**config.mk**
```make
export PLATFORM = sky130hd
export DESIGN_NAME = lead_one_enc32
export DESIGN_NICKNAME = d
export VERILOG_FILES = /design/src/rtl/lead_one_enc32.sv
export SDC_FILE = /design/constraint.sdc
export NUM_CORES = 1
export LEC_CHECK = 0
export ABC_AREA = 0
export CAP_MARGIN = 0
export CELL_PAD_IN_SITES_DETAIL_PLACEMENT = 0
export CELL_PAD_IN_SITES_GLOBAL_PLACEMENT = 1
export CORE_MARGIN = 2
export CORE_UTILIZATION = 30
export CTS_CLUSTER_SIZE = 14
export DETAILED_ROUTE_END_ITERATION = 6
export GPL_TIMING_DRIVEN = 0
export PLACE_DENSITY_LB_ADDON = 0.1
export SYNTH_ARGS = -nofsm -noshare
export SYNTH_HDL_FRONTEND = slang
export SYNTH_SLANG_ARGS = --single-unit
```
**constraint.sdc**
```tcl
create_clock -name clk -period 7 [get_ports clk]
set_clock_uncertainty 0.15 [all_clocks]
set_input_delay 1.75 -clock clk [delete_from_list [all_inputs] [get_ports clk]]
set_output_delay 1.75 -clock clk [all_outputs]
set_load 0.01 [all_outputs]
```
**src/rtl/lead_one_enc32.sv**
```systemverilog
// Leading-one encoder for a 32-bit word, resolved one index bit per clock (bit 4 first).
// Handshaked input and output; the result stays registered until the consumer takes it.
module lead_one_enc32 #(
  parameter real T = 0.0
) (
  input  logic        clk,
  input  logic        rst,
  input  logic        in_valid,
  output logic        in_ready,
  input  logic [31:0] in_data,
  output logic        out_valid,
  input  logic        out_ready,
  output logic [4:0]  out_idx,
  output logic        out_zero
);

  typedef enum logic [1:0] {IDLE, SEARCH, DONE} state_t;

  state_t      state_reg, state_next;
  logic [31:0] d_reg, d_next;
  logic [4:0]  idx_reg, idx_next;
  logic [2:0]  k_reg, k_next;
  logic        zero_reg, zero_next;

  logic [4:0]  probe;
  logic [31:0] probe_mask;
  logic        probe_hit;

  // T scales simulation-only gate delay and never changes behaviour; nothing to build.
  if (T < 0.0) begin : g_t_unused
  end

  // Trial index: already-resolved upper bits plus the bit under test.
  assign probe = idx_reg | (5'd1 << k_reg);

  genvar gi;
  generate
    for (gi = 0; gi < 32; gi++) begin : g_mask
      assign probe_mask[gi] = (5'(gi) >= probe);
    end
  endgenerate

  // Any set bit at or above the trial index means (d >> probe) != 0.
  assign probe_hit = |(d_reg & probe_mask);

  always_comb begin
    state_next = state_reg;
    d_next     = d_reg;
    idx_next   = idx_reg;
    k_next     = k_reg;
    zero_next  = zero_reg;
    case (state_reg)
      IDLE: begin
        if (in_valid) begin
          d_next     = in_data;
          idx_next   = 5'd0;
          k_next     = 3'd4;
          zero_next  = (in_data == 32'd0);
          state_next = SEARCH;
        end
      end
      SEARCH: begin
        if (probe_hit) idx_next[k_reg] = 1'b1;
        if (k_reg == 3'd0) begin
          state_next = DONE;
        end else begin
          k_next = k_reg - 3'd1;
        end
      end
      DONE: begin
        if (out_ready) state_next = IDLE;
      end
      default: state_next = IDLE;
    endcase
  end

  always_ff @(posedge clk) begin
    if (rst) begin
      state_reg <= IDLE;
      d_reg     <= 32'd0;
      idx_reg   <= 5'd0;
      k_reg     <= 3'd4;
      zero_reg  <= 1'b0;
    end else begin
      state_reg <= state_next;
      d_reg     <= d_next;
      idx_reg   <= idx_next;
      k_reg     <= k_next;
      zero_reg  <= zero_next;
    end
  end

  assign in_ready  = (state_reg == IDLE);
  assign out_valid = (state_reg == DONE);
  assign out_idx   = idx_reg;
  assign out_zero  = zero_reg;

endmodule

```
==> flow_summary.json, run 1 <==
{
  "ys_warn_count": 0,
  "cts.sink_count": 43,
  "timing_hold_violations_final": 0,
  "cts_clk_pin_slew_worst_paths_ps": 80,
  "fmax_mhz": 305,
  "globalplace.congestion": 0.833,
  "min_path_type": "flip-flop to flip-flop",
  "finalSetupViolCount": 0,
  "crit_path_required_time_ps": 5100,
  "timing.final.max_slew_violations": 0,
  "critical_path.max_fanout": 3,
  "drt-wirelength-per-cell_um": 15.0,
  "synth_enable_flop_cells": 0,
  "tritoncts.num_buffers": 5,
  "grt_max_degree": 14,
  "grt_overflow": 0,
  "top_layer_used": "met4",
  "critical-path-top-delay-family": "buffers and inverters",
  "wl_on_met1_um": 3240,
  "slowest_delay_ps": 560,
  "synthDominantCellAreaShare_pct": 39.2,
  "setup.worst_path.class": "flip-flop to primary output",
  "critPathLaunchType": "flip-flop",
  "ioPinCount": 44,
  "track_usage_pct": 17.6,
  "die-area_um2": 8020,
  "synth.distinct_cells": 43,
  "synthDominantAreaCellType": "dfxtp_1",
  "fp-row-count": 31,
  "post_synth_instance_area_um2": 2190,
  "outcome": "finished clean",
  "critPathBufInv": 1,
  "ys_async_sr_fraction_pct": 0,
  "postCtsSetupBuffers": 0,
  "crit_path_cell_trace": "nor2b_1 -> clkdlybuf4s50_1",
  "holdBufCountCts": 0,
  "vdd.ir_drop.worst_uv": 74.5,
  "synth.net_count": 339,
  "root_buffer": "clkbuf_8",
  "drt-pass1-iter-count": 4,
  "critPathArrivalTime_ps": 1380,
  "worst_slew_pin_slew_ps": 689,
  "effective_utilization_at_floorplan_pct": 30.6,
  "detail_route.iter0.violations": 155,
  "report.power.total_uw": 599,
  "post-dp-hpwl_um": 5420,
  "crit_slowest_cell": "clkdlybuf4s50_1",
  "synthesis.instances": 298,
  "rsz0062_at_grt": "no",
  "synthesis.area_per_instance_um2": 7.36,
  "count_of_buffers_from_port_buffering": 43,
  "final.min_clock_period_ps": 3280,
  "finalCritPeriodShare_pct": 46.9,
  "fp.coreArea_um2": 7180,
  "grt_antenna_before_repair": 0,
  "slew_headroom_pct": 53.9,
  "nNetsFinal": 389,
  "grt_first_pass_wirelength_um": 10700,
  "post_cts_resized": 0,
  "met3RoutedLength_um": 359,
  "wl_um": 6700,
  "syn2layout_area_growth_pct": 30.6,
  "drc": 0,
  "dominantRegCellSynth": "dfxtp_1",
  "die-width_um": 89.5,
  "cts-root-to-sink-buffers": 2,
  "final.hold.worst_slack_ps": 313,
  "avgViaCountPerCell": 5.12,
  "cts.htree.levels": 2,
  "antenna-diode-count": 0,
  "synth.area.top_cells": "dfxtp_1 (39%), nand2_1 (13%), a21oi_1 (10%)",
  "cap_violations": 0,
  "synth.yosys.seq_area_share_pct": 39.2,
  "tritoncts_clock_tree": "yes",
  "synth-seq-cells": 43,
  "antenna_violating_nets_post_route": 0,
  "p_leak_nw": 1.02,
  "clock_insertion_delay_worst_skew_ps": 300,
  "route.vias.total": 2295,
  "drive_above_1_share_pct": 3.72,
  "ff2ff_setup_slack_ps": 3940,
  "largest_reg_flops": 32,
  "met2_wire_len_um": 3040,
  "final.setup.tns_ps": 0,
  "endpoint_kind": "primary output",
  "grt_pass1_vias": 2095,
  "power_density_nw_per_um2": 209,
  "die_y_um": 89.5
}
-- logic make-up after synthesis --
family	Yosys count	synth area share [%]
AOI/OAI and AO/OA	87	24.1
muxes	1	0.513
buffers and inverters	19	3.25
adders and majority gates	5	2.85
and+or+nand+nor	143	30.0
DFF	43	39.2
-- report_power, final --
part	total, mW	internal, mW	switching, mW	leakage (nW)
logic	0.121	0.0562	0.0646	0.608
clock network	0.202	0.116	0.0867	0.0612
registers	0.276	0.260	0.0160	0.352
-- routing by layer --
metal	track usage, %	vias to the layer above
li1	-	1174
met1	25.3	1057
met2	27.5	59
met3	2.95	5
met4	4.34	0
met5	0	-
-- worst register-to-register path: stages, from the launching register on --
cell and delay, ps:
dfxtp_1 490, inv_1 150, ha_1 320, or2_2 320, a211oi_1 560, o21ai_0 180, a311oi_1 310, nor3_1 90
and4b_1 290, o21ai_1 150
-- final timing paths --
check | start | endpoint | cells after the start
min | d_reg[3] | d_reg[3] | 2
max | state_reg[1] | out_valid | 2
min reg2reg | d_reg[3] | d_reg[3] | 2
max reg2reg | k_reg[0] | out_idx[3] | 9
-- per-stage QoR --
stage / instance area [µm²] / util, % / instances / worst slack (ps)
after global routing: 2870 / 39.9 / 448 / 3590
after detailed placement: 2750 / 38.3 / 440 / 3420
after CTS: 2870 / 39.9 / 448 / 3700
final: 2870 / 39.9 / 448 / 3720
after global placement: 2750 / 38.3 / 440 / 3410
after floorplan: 2190 / - / 298 / 4280
-- Yosys cell counts (2+ instances only) --
cell type,n
nand2_1,78
a21oi_1,44
a211o_1,2
inv_1,3
ha_1,5
nor3b_1,3
nor3_1,5
a31oi_1,5
or4_1,2
nor2b_1,6
nand3b_1,2
o21ai_1,5
nor4_1,9
and2_1,3
o21ai_0,9
nor2_1,18
or2_2,3
dfxtp_1,43
clkbuf_1,16
a211oi_1,5
o22a_1,2
nand4_1,7
nand3_1,2
a21o_1,2
-- cell type report --
type	count	area, µm²
clock inverters	2	35.0
well taps	99	124
flip-flops and latches	43	861
multi-input cells	236	1260
inverters	3	11.3
plain buffers	16	60.1
repair buffers	43	430
fillers	777	4310
clock buffers	6	82.6
-- cell usage in the layout (no fill, tap or decap), types with 2 or more instances in the layout --
cell type / count
nor3b_1: 3
nand2_1: 78
ha_1: 5
nor3_1: 5
or4_1: 2
nor4_1: 9
a21o_1: 2
o21ai_1: 5
clkdlybuf4s50_1: 43
and2_1: 3
nand3_1: 2
clkbuf_1: 16
nand4_1: 7
o21ai_0: 9
a31oi_1: 5
nor2_1: 18
o22a_1: 2
inv_1: 3
a211o_1: 2
dfxtp_1: 43
nand3b_1: 2
a21oi_1: 44
a211oi_1: 5
clkbuf_8: 6
nor2b_1: 6
or2_2: 3
Power figures use the tool's default switching activity.
==> inputs of run 2 (changes only) <==
==> constraint.sdc (replaced) <==
create_clock -name clk -period 2.9 [get_ports clk]
set_clock_uncertainty 0.15 [all_clocks]
set_input_delay 0.725 -clock clk [delete_from_list [all_inputs] [get_ports clk]]
set_output_delay 0.725 -clock clk [all_outputs]
set_load 0.01 [all_outputs]
==> flow_summary.json, run 2 (same netlist as run 1, synthesis figures left out) <==
{
  "timing.final.max_slew_violations": 0,
  "fp.coreArea_um2": 7180,
  "layout_common_cells": "nand2_1 (78), a21oi_1 (44), clkdlybuf4s50_1 (43)",
  "grt_first_pass_wirelength_um": 10700,
  "drt-pass1-iter-count": 4,
  "grt_overflow": 0,
  "cts-root-to-sink-buffers": 2,
  "cellInternalPower_mw": 1.05,
  "final.fill_count": 777,
  "post-dp-hpwl_um": 5420,
  "final.min_clock_period_ps": 2710,
  "drc": 0,
  "drt-wirelength-per-cell_um": 15.1,
  "gr-usage-met3_pct": 2.95,
  "die-area_um2": 8020,
  "wl_um": 6780,
  "track_usage_pct": 17.7,
  "ioPinCount": 44,
  "min_path_type": "flip-flop to flip-flop",
  "die_y_um": 89.5,
  "antenna-diode-count": 0,
  "p_leak_nw": 1.03,
  "slew_headroom_pct": 66.5,
  "syn2layout_area_growth_pct": 32.0,
  "nNetsFinal": 389,
  "avgViaCountPerCell": 5.11,
  "fmax_mhz": 369,
  "tritoncts_clock_tree": "yes",
  "vdd.ir_drop.worst_uv": 180,
  "finalCritPeriodShare_pct": 93.4,
  "use_met1_pct": 25.4,
  "sequential_power_share_pct": 45.7,
  "grt_pass1_vias": 2098,
  "clock_insertion_delay_worst_skew_ps": 300,
  "crit_path_required_time_ps": 2940,
  "p_sw_share_pct": 28.2,
  "critPathArrivalTime_ps": 2750,
  "count_of_buffers_from_port_buffering": 43,
  "cts.sink_count": 43,
  "power_density_nw_per_um2": 503,
  "setup.worst_path.class": "flip-flop to flip-flop",
  "share_clk_of_total_power_pct": 33.6,
  "fp-row-count": 31,
  "cts.htree.levels": 2,
  "globalRouteMet2Util_pct": 27.5,
  "antenna_violating_nets_post_route": 0,
  "largest_reg_flops": 32,
  "grt-busiest-layer": "met2",
  "cap_violations": 0,
  "detail_route.iter0.violations": 151,
  "reg2regPathDepth": 9,
  "globalplace.congestion": 0.833,
  "endpoint_kind": "flip-flop",
  "report.power.total_mw": 1.46,
  "route.vias.total": 2288,
  "cts_clk_pin_slew_worst_paths_ps": 80,
  "layout_commonest_cell": "nand2_1",
  "finalSetupViolCount": 0,
  "share_comb_of_total_power_pct": 20.7,
  "rsz0062_at_grt": "no",
  "critPathLaunchType": "flip-flop",
  "effective_utilization_at_floorplan_pct": 30.6,
  "drive_above_1_share_pct": 5.73,
  "root_buffer": "clkbuf_8",
  "tritoncts.num_buffers": 5,
  "timing_hold_violations_final": 0,
  "grt_antenna_before_repair": 0,
  "worst_slew_pin_slew_ps": 502,
  "critical_path.max_fanout": 8,
  "outcome": "finished clean",
  "die-width_um": 89.5,
  "final.hold.worst_slack_ps": 313,
  "hold_path_depth": 2,
  "power.net_switching_uw": 411,
  "grt_max_degree": 14
}
## run 2: path summary, 6_finish.rpt
kind,from,endpoint,slack (ps)
max,k_reg[0],out_idx[3],190
min reg2reg,d_reg[3],d_reg[3],310
min,d_reg[3],d_reg[3],310
max reg2reg,k_reg[0],out_idx[3],190
## run 2: layout make-up
type / count / area [µm²] / share of cell area, %
Clock inverter: 2 / 35.0 / 1.21
Sequential cell: 43 / 862 / 29.7
Buffer: 16 / 60.1 / 2.07
Multi-Input combinational cell: 236 / 1290 / 44.6
Clock buffer: 6 / 82.6 / 2.85
Tap cell: 99 / 124 / 4.27
Timing Repair Buffer: 43 / 430 / 14.9
Inverter: 3 / 11.3 / 0.389
## run 2: critical path, cell delays in order, from the launching register on
cell       delay (ps)
dfxtp_1           410
inv_2             150
ha_4              180
and2b_2           230
nor2_1            140
a221o_1           400
a2111oi_2         340
nand4_1           140
and4b_2           380
o21ai_1            80
## run 2: timing repair
item	4_1_cts	5_1_grt
gates cloned	0	0
setup buffers	0	0
hold buffers	0	0
endpoints found under the setup margin	5	5
pin swaps	0	0
resized for setup	3	6
## run 2: per-layer routing
metal / wire length (µm) / vias to the layer above
met2: 3100 / 44
li1: - / 1171
met1: 3370 / 1066
met3: 237 / 7
met5: 0 / -
met4: 70 / 0
## run 2: metrics by stage
step / TNS, ps / std cells / area [µm²] / setup WS [ps] / util (%)
after floorplan: 0 / 298 / 2190 / 389 / -
after global placement: -1040 / 440 / 2750 / -215 / 38.3
after detailed placement: -467 / 440 / 2750 / -95.6 / 38.3
after CTS: 0 / 448 / 2870 / 42.4 / 40.1
after global routing: 0 / 448 / 2900 / 46.4 / 40.4
final: 0 / 448 / 2900 / 191 / 40.4
## run 2: power by group through the flow
stage / Combinational [mW] / Clock, mW / Sequential, mW
finish: 0.302 / 0.490 / 0.667
floorplan: 0.181 / 0 / 0.663
global placement: 0.296 / 0 / 0.678
CTS: 0.294 / 0.498 / 0.665
detailed placement: 0.291 / 0 / 0.679
global route: 0.338 / 0.523 / 0.671
==> inputs of run 3 (changes only) <==
--- a/config.mk
+++ b/config.mk
@@ -9,10 +9,12 @@
 export CAP_MARGIN = 0
 export CELL_PAD_IN_SITES_DETAIL_PLACEMENT = 0
 export CELL_PAD_IN_SITES_GLOBAL_PLACEMENT = 1
-export CORE_MARGIN = 2
+export CORE_MARGIN = 4
 export CORE_UTILIZATION = 30
+export CTS_CLUSTER_DIAMETER = 100
 export CTS_CLUSTER_SIZE = 14
 export DETAILED_ROUTE_END_ITERATION = 6
+export DONT_BUFFER_PORTS = 1
 export GPL_TIMING_DRIVEN = 0
 export PLACE_DENSITY_LB_ADDON = 0.1
 export SYNTH_ARGS = -nofsm -noshare
==> flow_summary.json, run 3 (same netlist as run 1, synthesis figures left out) <==
{
  "outcome": "finished clean",
  "p_leak_nw": 0.855,
  "drt-pass1-iter-count": 6,
  "finalCritPeriodShare_pct": 96.2,
  "tritoncts.num_buffers": 5,
  "die-width_um": 93.5,
  "crit_path_required_time_ps": 2950,
  "fmax_mhz": 358,
  "final_cell_count_no_fill": 402,
  "final.min_clock_period_ps": 2790,
  "worst_slew_pin_slew_ps": 541,
  "vdd.ir_drop.worst_uv": 207,
  "grt_antenna_before_repair": 0,
  "slew_headroom_pct": 63.6,
  "grt_overflow": 0,
  "timing_hold_violations_final": 0,
  "largest_reg_flops": 32,
  "timing.final.max_slew_violations": 0,
  "drc": 0,
  "root_buffer": "clkbuf_8",
  "detail_route.iter0.violations": 121,
  "route.vias.total": 2154,
  "final.hold.worst_slack_ps": 311,
  "drt-wirelength-per-cell_um": 17.5,
  "setup.worst_path.class": "flip-flop to flip-flop",
  "grt_first_pass_wirelength_um": 11300,
  "globalplace.congestion": 0.846,
  "post-dp-hpwl_um": 5520,
  "met2_wire_len_um": 3040,
  "wl_on_met1_um": 3460,
  "placedInstanceArea_um2": 2310,
  "die-area_um2": 8750,
  "grt_pass1_vias": 2148,
  "endpoint_kind": "flip-flop",
  "report.power.total_mw": 1.41,
  "final_design_area_no_fill_um2": 2460,
  "met3RoutedLength_um": 427,
  "rsz0062_at_grt": "no",
  "min_path_type": "flip-flop to flip-flop",
  "top_layer_used": "met4",
  "die_y_um": 93.5,
  "effective_utilization_at_floorplan_pct": 31.6,
  "antenna_violating_nets_post_route": 0,
  "cts_clk_pin_slew_worst_paths_ps": 90,
  "avgViaCountPerCell": 5.36,
  "postCtsSetupBuffers": 0,
  "layout_commonest_cell": "nand2_1",
  "layout_common_cells": "nand2_1 (78), a21oi_1 (44), dfxtp_1 (42)",
  "tritoncts_clock_tree": "yes",
  "track_usage_pct": 16.8,
  "critPathLaunchType": "flip-flop",
  "critPathArrivalTime_ps": 2840,
  "fp-row-count": 30,
  "nNetsFinal": 346,
  "syn2layout_area_growth_pct": 11.9,
  "critical_path.max_fanout": 7,
  "drive_above_1_share_pct": 6.86,
  "wl_um": 7020,
  "cts.htree.levels": 2,
  "cts-root-to-sink-buffers": 2,
  "power_density_nw_per_um2": 572,
  "cts.sink_count": 43,
  "count_of_buffers_from_port_buffering": 0,
  "fp.coreArea_um2": 6940,
  "antenna-diode-count": 0,
  "finalSetupViolCount": 0,
  "cap_violations": 0,
  "clock_insertion_delay_worst_skew_ps": 310,
  "ioPinCount": 44,
  "dpl.cell_count": 394,
  "grt_max_degree": 16
}
## run 3: cell type report
| cell class | count | area [µm²] |
|---|---|---|
| plain buffers | 16 | 60.1 |
| clock buffers | 5 | 68.8 |
| clock inverters | 3 | 46.3 |
| fillers | 798 | 4490 |
| inverters | 3 | 11.3 |
| multi-input cells | 236 | 1290 |
| flip-flops and latches | 43 | 862 |
| well taps | 96 | 120 |
## run 3: layer usage
metal | vias to the layer above | track usage (%)
met3 | 10 | 3.70
met5 | - | 0
met1 | 1008 | 23.5
met4 | 0 | 5.66
li1 | 1082 | -
met2 | 54 | 25.4
## run 3: through the flow
stage	setup WS, ps	utilization (%)	TNS, ps
finish	110	35.4	0
global route	4.76	35.4	0
CTS	27.4	35.1	0
detailed placement	-174	33.3	-862
global placement	-232	33.3	-1130
floorplan	389	-	0
## run 3: final timing paths
check / start / to / slack (ps) / cells past startpoint
setup / recovery: k_reg[1] / out_idx[4] / 110 / 9
hold / removal: d_reg[4] / d_reg[4] / 310 / 2
setup reg to reg: k_reg[1] / out_idx[4] / 110 / 9
hold reg to reg: d_reg[4] / d_reg[4] / 310 / 2
## run 3: what timing repair did
item                                    CTS  global route
pin swaps                                 0             0
gates resized for setup                   3             6
hold buffers                              0             0
gates cloned                              0             0
endpoints found under the setup margin    5             5
## run 3: report_power, final
group          internal [mW]  total, mW  switching, mW
clock                  0.260      0.500          0.240
sequential             0.627      0.666         0.0388
combinational         0.0928      0.239          0.147
total                  0.980       1.41          0.426
## run 3: worst max-delay path, stage by stage, from the launching register on
cell and delay (ps):
dfxtp_2 370, inv_1 140, ha_2 260, and2b_2 230, nor2_1 140, a221o_1 400, a2111oi_2 390, nand4_1 140
and4b_2 380, o21ai_1 80
